**config.mk**
```make
export PLATFORM = sky130hd
export DESIGN_NAME = alu_op_scheduler
export DESIGN_NICKNAME = d
export VERILOG_FILES = /design/src/rtl/alu_op_scheduler.sv
export SDC_FILE = /design/constraint.sdc
export NUM_CORES = 1
export LEC_CHECK = 0
export ABC_AREA = 1
export CORE_ASPECT_RATIO = 1.5
export CORE_MARGIN = 5
export CORE_UTILIZATION = 40
export CTS_CLUSTER_DIAMETER = 200
export DETAILED_ROUTE_END_ITERATION = 10
export HOLD_SLACK_MARGIN = 0.08
export PLACE_DENSITY = 0.78
export REMOVE_ABC_BUFFERS = 1
export SYNTH_ARGS = -nofsm -noshare
export SYNTH_HDL_FRONTEND = slang
export SYNTH_SLANG_ARGS = --single-unit
```
**constraint.sdc**
```tcl
create_clock -name clk -period 1.4 [get_ports clk]
set_input_delay 0.28 -clock clk [delete_from_list [all_inputs] [get_ports clk]]
set_output_delay 0.28 -clock clk [all_outputs]
set_load 0.05 [all_outputs]
```
**src/rtl/alu_op_scheduler.sv**
```systemverilog
// Round-robin scheduler sharing one ALU unit bank between two requesters.
// Define ALU_SCHED_B2B_EN to accept a new command on the response handshake edge.
module alu_op_scheduler #(
    parameter int WIDTH = 4,
    parameter int OPW   = 2
) (
    input  logic             clk,
    input  logic             rst,
    input  logic             req0_valid,
    output logic             req0_ready,
    input  logic [OPW-1:0]   req0_op,
    input  logic [WIDTH-1:0] req0_a,
    input  logic [WIDTH-1:0] req0_b,
    input  logic             req1_valid,
    output logic             req1_ready,
    input  logic [OPW-1:0]   req1_op,
    input  logic [WIDTH-1:0] req1_a,
    input  logic [WIDTH-1:0] req1_b,
    output logic [3:0]       unit_en,
    output logic [WIDTH-1:0] unit_a,
    output logic [WIDTH-1:0] unit_b,
    input  logic [WIDTH-1:0] unit_y,
    input  logic             unit_cout,
    output logic             rsp_valid,
    input  logic             rsp_ready,
    output logic             rsp_id,
    output logic [WIDTH-1:0] rsp_y,
    output logic             rsp_cout,
    output logic             rsp_zero
);

    typedef enum logic [1:0] {
        IDLE,
        EXEC,
        RESP
    } state_t;

    state_t           state_q, state_d;
    logic             last_grant_q, last_grant_d;
    logic [OPW-1:0]   op_q, op_d;
    logic [WIDTH-1:0] a_q, a_d;
    logic [WIDTH-1:0] b_q, b_d;
    logic             id_q, id_d;
    logic             rsp_id_q, rsp_id_d;
    logic [WIDTH-1:0] rsp_y_q, rsp_y_d;
    logic             rsp_cout_q, rsp_cout_d;
    logic             rsp_zero_q, rsp_zero_d;

    logic grant_id;
    logic issue_open;
    logic accept;

    // On contention the requester that did not win last time goes first.
    assign grant_id = (req0_valid & req1_valid) ? ~last_grant_q
                                                : (req1_valid & ~req0_valid);

`ifdef ALU_SCHED_B2B_EN
    assign issue_open = (state_q == IDLE) | ((state_q == RESP) & rsp_ready);
`else
    assign issue_open = (state_q == IDLE);
`endif

    assign req0_ready = issue_open & ~rst & req0_valid & ~grant_id;
    assign req1_ready = issue_open & ~rst & req1_valid & grant_id;
    assign accept     = req0_ready | req1_ready;

    assign unit_a   = a_q;
    assign unit_b   = b_q;
    assign rsp_id   = rsp_id_q;
    assign rsp_y    = rsp_y_q;
    assign rsp_cout = rsp_cout_q;
    assign rsp_zero = rsp_zero_q;

    always_comb begin
        state_d      = state_q;
        last_grant_d = last_grant_q;
        op_d         = op_q;
        a_d          = a_q;
        b_d          = b_q;
        id_d         = id_q;
        rsp_id_d     = rsp_id_q;
        rsp_y_d      = rsp_y_q;
        rsp_cout_d   = rsp_cout_q;
        rsp_zero_d   = rsp_zero_q;
        unit_en      = 4'b0000;
        rsp_valid    = 1'b0;

        unique case (state_q)
            IDLE: begin
                state_d = IDLE;
            end
            EXEC: begin
                unit_en    = 4'b0001 << op_q;
                rsp_y_d    = unit_y;
                rsp_cout_d = unit_cout;
                rsp_zero_d = (unit_y == '0);
                rsp_id_d   = id_q;
                state_d    = RESP;
            end
            RESP: begin
                rsp_valid = 1'b1;
                if (rsp_ready) begin
                    state_d = IDLE;
                end
            end
            default: begin
                state_d = IDLE;
            end
        endcase

        // A handshake overrides the RESP->IDLE step when back-to-back is on.
        if (accept) begin
            op_d         = grant_id ? req1_op : req0_op;
            a_d          = grant_id ? req1_a : req0_a;
            b_d          = grant_id ? req1_b : req0_b;
            id_d         = grant_id;
            last_grant_d = grant_id;
            state_d      = EXEC;
        end
    end

    always_ff @(posedge clk or posedge rst) begin
        if (rst) begin
            state_q      <= IDLE;
            last_grant_q <= 1'b1;
            op_q         <= '0;
            a_q          <= '0;
            b_q          <= '0;
            id_q         <= 1'b0;
            rsp_id_q     <= 1'b0;
            rsp_y_q      <= '0;
            rsp_cout_q   <= 1'b0;
            rsp_zero_q   <= 1'b1;
        end else begin
            state_q      <= state_d;
            last_grant_q <= last_grant_d;
            op_q         <= op_d;
            a_q          <= a_d;
            b_q          <= b_d;
            id_q         <= id_d;
            rsp_id_q     <= rsp_id_d;
            rsp_y_q      <= rsp_y_d;
            rsp_cout_q   <= rsp_cout_d;
            rsp_zero_q   <= rsp_zero_d;
        end
    end

endmodule
```
### Yosys cells after proc, flatten, opt, wreduce, memory -nomap -nowiden

Cells that the tools add are included.

| cells by class | value |
|---|---|
| eq/ne operators | 3 |
| shift operators | 1 |
| muxes and demuxes | 9 |
| bitwise logic cells | 12 |
| reduce and logical (&&, ||, !) cells | 2 |

Operator list:

| kind | count |
|---|---|
| 4-bit two-way mux | 3 |
| 1-bit bitwise AND | 7 |
| 2-bit two-way mux | 3 |
| 4-bit logical NOT | 1 |
| 1-bit NOT | 4 |
| 2-bit case mux with 2 select lines | 1 |
| 1-bit by 2-bit left shift with 4-bit output, first input constant | 1 |
| 3-bit inequality test, second input constant | 1 |
| 2-bit by 1-bit equality test with 1-bit output, second input constant | 1 |
| 2-bit equality test, second input constant | 1 |
| 2-bit logical NOT | 1 |
| 1-bit two-way mux | 2 |
| 1-bit OR | 1 |

| word-level totals | value |
|---|---|
| bits in registers | 21 |
| bits of input ports | 30 |
| word-level logic and storage cells | 37 |

### Depth between registers and ports, before layout

| logic depth | value |
|---|---|
| depth after elaboration | 7 |
| gate-level depth with buffers | 7 |
| depth with buffers taken out | 6 |

### Worst setup path before layout

OpenSTA, ideal clock, no wires.

| path | value |
|---|---|
| kind | register -> output |
| start point | reg state_q[1] |
| end point | out unit_en[0] |
| arrival | 1.805 ns |
| required time | 1.120 ns |
| slack | -0.685 ns |
| stages on the path, launching flop included | 5 |
| buffers on the path | 1 |
| cell sequence | dfrtp_1 > nor2_4 > inv_2 > buf_6 > nor3_1 |

| between the ends | value |
|---|---|
| word-level cells in the longest chain between the ends | 2 |

Ends and longest elaborated chain:

| item | line | text |
|---|---|---|
| start: declaration | 38 | `state_t state_q, state_d;` |
| start signal: assignment | 135 | `state_q <= state_d;` |
| 2-bit by 1-bit equality test with 1-bit output | 88 | `unique case (state_q)` |
| 4-bit two-way mux | 88 |  |
| end: declaration | 19 | `output logic [3:0] unit_en,` |

No other way between the ends.

### Worst setup path after layout

| path | value |
|---|---|
| start point | reg state_q[1] |
| end point | out unit_en[1] |

Same word-level chain as after synthesis.

==> results.json <==
{
  "yosysUniqueCellTypes": 17,
  "port_buffers": 51,
  "drive_above_1_share_pct": 35.3,
  "overflow": 0,
  "cts.sinks": 21,
  "grt_pass1_vias": 1239,
  "wl_per_cell_um": 13.2,
  "cts_tree": "built",
  "grt_usage_pct": 17.7,
  "final_max_slew_viol_count": 0,
  "status": "finished with violations",
  "synth_cells": 141,
  "layout.nets": 238,
  "antennaDiodeCount": 0,
  "drtIter0Drc": 29,
  "worst_slew_pin_slew_ps": 296,
  "worst-setup-path-type": "reg2out",
  "num_vias": 1132,
  "clk_path_buf_depth": 2,
  "antenna_found_initial": 0,
  "drc": 0,
  "viasPerCell": 4.64,
  "worst-endpoint-arrival_ps": 1340,
  "io_pins": 52,
  "r2r_slack_ps": 90,
  "grt_pass1_wl_um": 5220,
  "clk-insertion-delay-late_ps": 250,
  "cts_max_level": 1,
  "synth.avg_cell_area_um2": 7.86,
  "ir_worst_vdd_mv": 1.57,
  "numCtsBuffers": 3,
  "setup_violations": 6,
  "synth_area_mm2": 0.00111,
  "rows": 23,
  "cp_max_fo": 6,
  "area_delta_synth_final_pct": 88.0,
  "fmax_mhz": 616,
  "ys_seq_elements": 21,
  "power_density_mw_per_mm2": 2110,
  "period_share_pct": 116,
  "rr_endpoint": "unit_a[3]$_DFFE_PP0P_",
  "crit-reg2reg-launch": "state_q[1]$_DFFE_PP0P_",
  "ff2ff_path_depth": 6,
  "dp_slack_ps": -329,
  "start_util_pct": 41.4,
  "period_needed_ps": 1620,
  "yosys-top-cells-area": "dfrtp_1 43%, nand2_1 20%, nand3_1 6.8%",
  "finalHoldViolCount": 0,
  "dieArea_mm2": 0.00395,
  "die-width_um": 53.0,
  "relSlewSlack_pct": 80.2,
  "rsz0062_at_grt": "true",
  "core_mm2": 0.00268,
  "yosysTopAreaCell": "dfrtp_1",
  "ant_nets": 0,
  "max_cap_viol_count": 0,
  "cts_hold_buffers": 0,
  "synth_seq_area_share_pct": 47.6,
  "clk_pin_slew_ps": 80,
  "drt-total-wl_um": 3220,
  "post-route-util_pct": 77.9,
  "cp-end-kind": "output port",
  "cp-start-kind": "flop",
  "synth_top_area_share_pct": 42.9,
  "yosys_warnings": 0,
  "power.leakage_uw": 0.00102,
  "required_ps": 1120,
  "setup_ws_ps": -222,
  "grt_max_degree": 22,
  "first_pass_iters": 3,
  "cts_root_buf": "clkbuf_8",
  "skew_ps": 2.46,
  "hp-class": "in2async",
  "violations": "setup timing",
  "hpwl_um": 2480,
  "dieHeight_um": 74.5,
  "gp_congestion": 0.745
}
[through the flow]
| stage | TNS [ps] | power (uW) | hold slack, ps | instances | instance area (um^2) |
|---|---|---|---|---|---|
| 6_report | -1060 | 4390 | 233 | 244 | 2080 |
| 5_1_grt | -1470 | 4600 | 250 | 244 | 2080 |
| 4_1_cts | -879 | 4330 | 231 | 243 | 2040 |
| 3_5_place_dp | -3870 | 3840 | 470 | 235 | 1930 |
| 3_3_place_gp | -2810 | 3770 | 454 | 235 | 1930 |
| 2_1_floorplan | -3310 | 2390 | 255 | 134 | 1050 |
[cells in the final DEF, fill, tap and decap left out, types with 3 or more instances in the layout]
cell type and n:
buf_4 15, o21ai_0 5, inv_2 4, nand3_2 8
dfrtp_1 16, clkdlybuf4s50_1 27, clkbuf_8 3, nand3_1 14
nand2_1 59, nand2_2 3, buf_12 23, dfrtp_2 3
inv_1 8
[per-layer routing]
layer  vias to the layer above  wire, um  GRT usage [%]
met5                         -         0              0
met2                        46      1810           34.7
met4                         0        30           5.68
li1                        567         -              -
met3                         4       221           3.61
met1                       515      1160           17.9
[critical path, stage by stage, from the launching register on]
cell     delay [ps]
dfrtp_2         450
nor2_4          150
inv_4            80
nor3_4          150
buf_6           130
buf_12          120
[state kept, by name, indices dropped and copies added, names as in the netlist, 2 cells and up]
name and count:
op_q 2, rsp_y 4, state_q 2, unit_a 4, unit_b 4
[power by group]
| group | internal [uW] | switching [uW] |
|---|---|---|
| combinational | 1300 | 1460 |
| sequential | 905 | 339 |
| clock | 202 | 189 |
[timing repair]
action / in CTS / in global routing
buffers inserted: 4 / 2
resized for setup: 13 / 8
endpoints found under the setup margin: 17 / 17
pin swaps: 4 / 1
[area by class of cell]
class	instances	area (um^2)
sequential	21	532
tap	37	46.3
inverter	13	51.3
fill	174	592
timing repair buffer	69	883
multi-input combinational	100	527
clock buffer	4	45.0
[how the worst max path moves through the flow]
stage	start	endpoint	slack, ps	cells past startpoint
after floorplan	state_q[1]$_DFFE_PP0P_	unit_en[0]	-600	3
after global placement	req0_valid	unit_b[0]$_DFFE_PP0P_	-240	7
after detailed placement	req0_valid	unit_a[2]$_DFFE_PP0P_	-330	7
after CTS	state_q[1]$_DFFE_PP0P_	unit_en[3]	-170	5
after global routing	state_q[1]$_DFFE_PP0P_	unit_en[1]	-290	5
final	state_q[1]$_DFFE_PP0P_	unit_en[1]	-220	5
[cell families (layout without fill, tap and decap cells)]
family / Yosys count / count (layout) / synth area share, %
buffers and inverters: 20 / 86 / 10.0
DFF: 21 / 21 / 47.6
and+or+nand+nor: 94 / 94 / 39.3
AOI/OAI and AO/OA: 6 / 6 / 3.05
[cell usage after synthesis]
cell type and number:
a21oi_2 1, buf_2 2, buf_4 1, buf_6 4, dfrtp_1 19, dfstp_2 2, inv_1 9, inv_2 4
nand2_1 60, nand2_2 2, nand3_1 15, nand3_2 7, nor2_1 4, nor2_2 1, nor2_4 1, nor3_1 4
o21ai_0 5
Power figures use the tool's default switching activity.
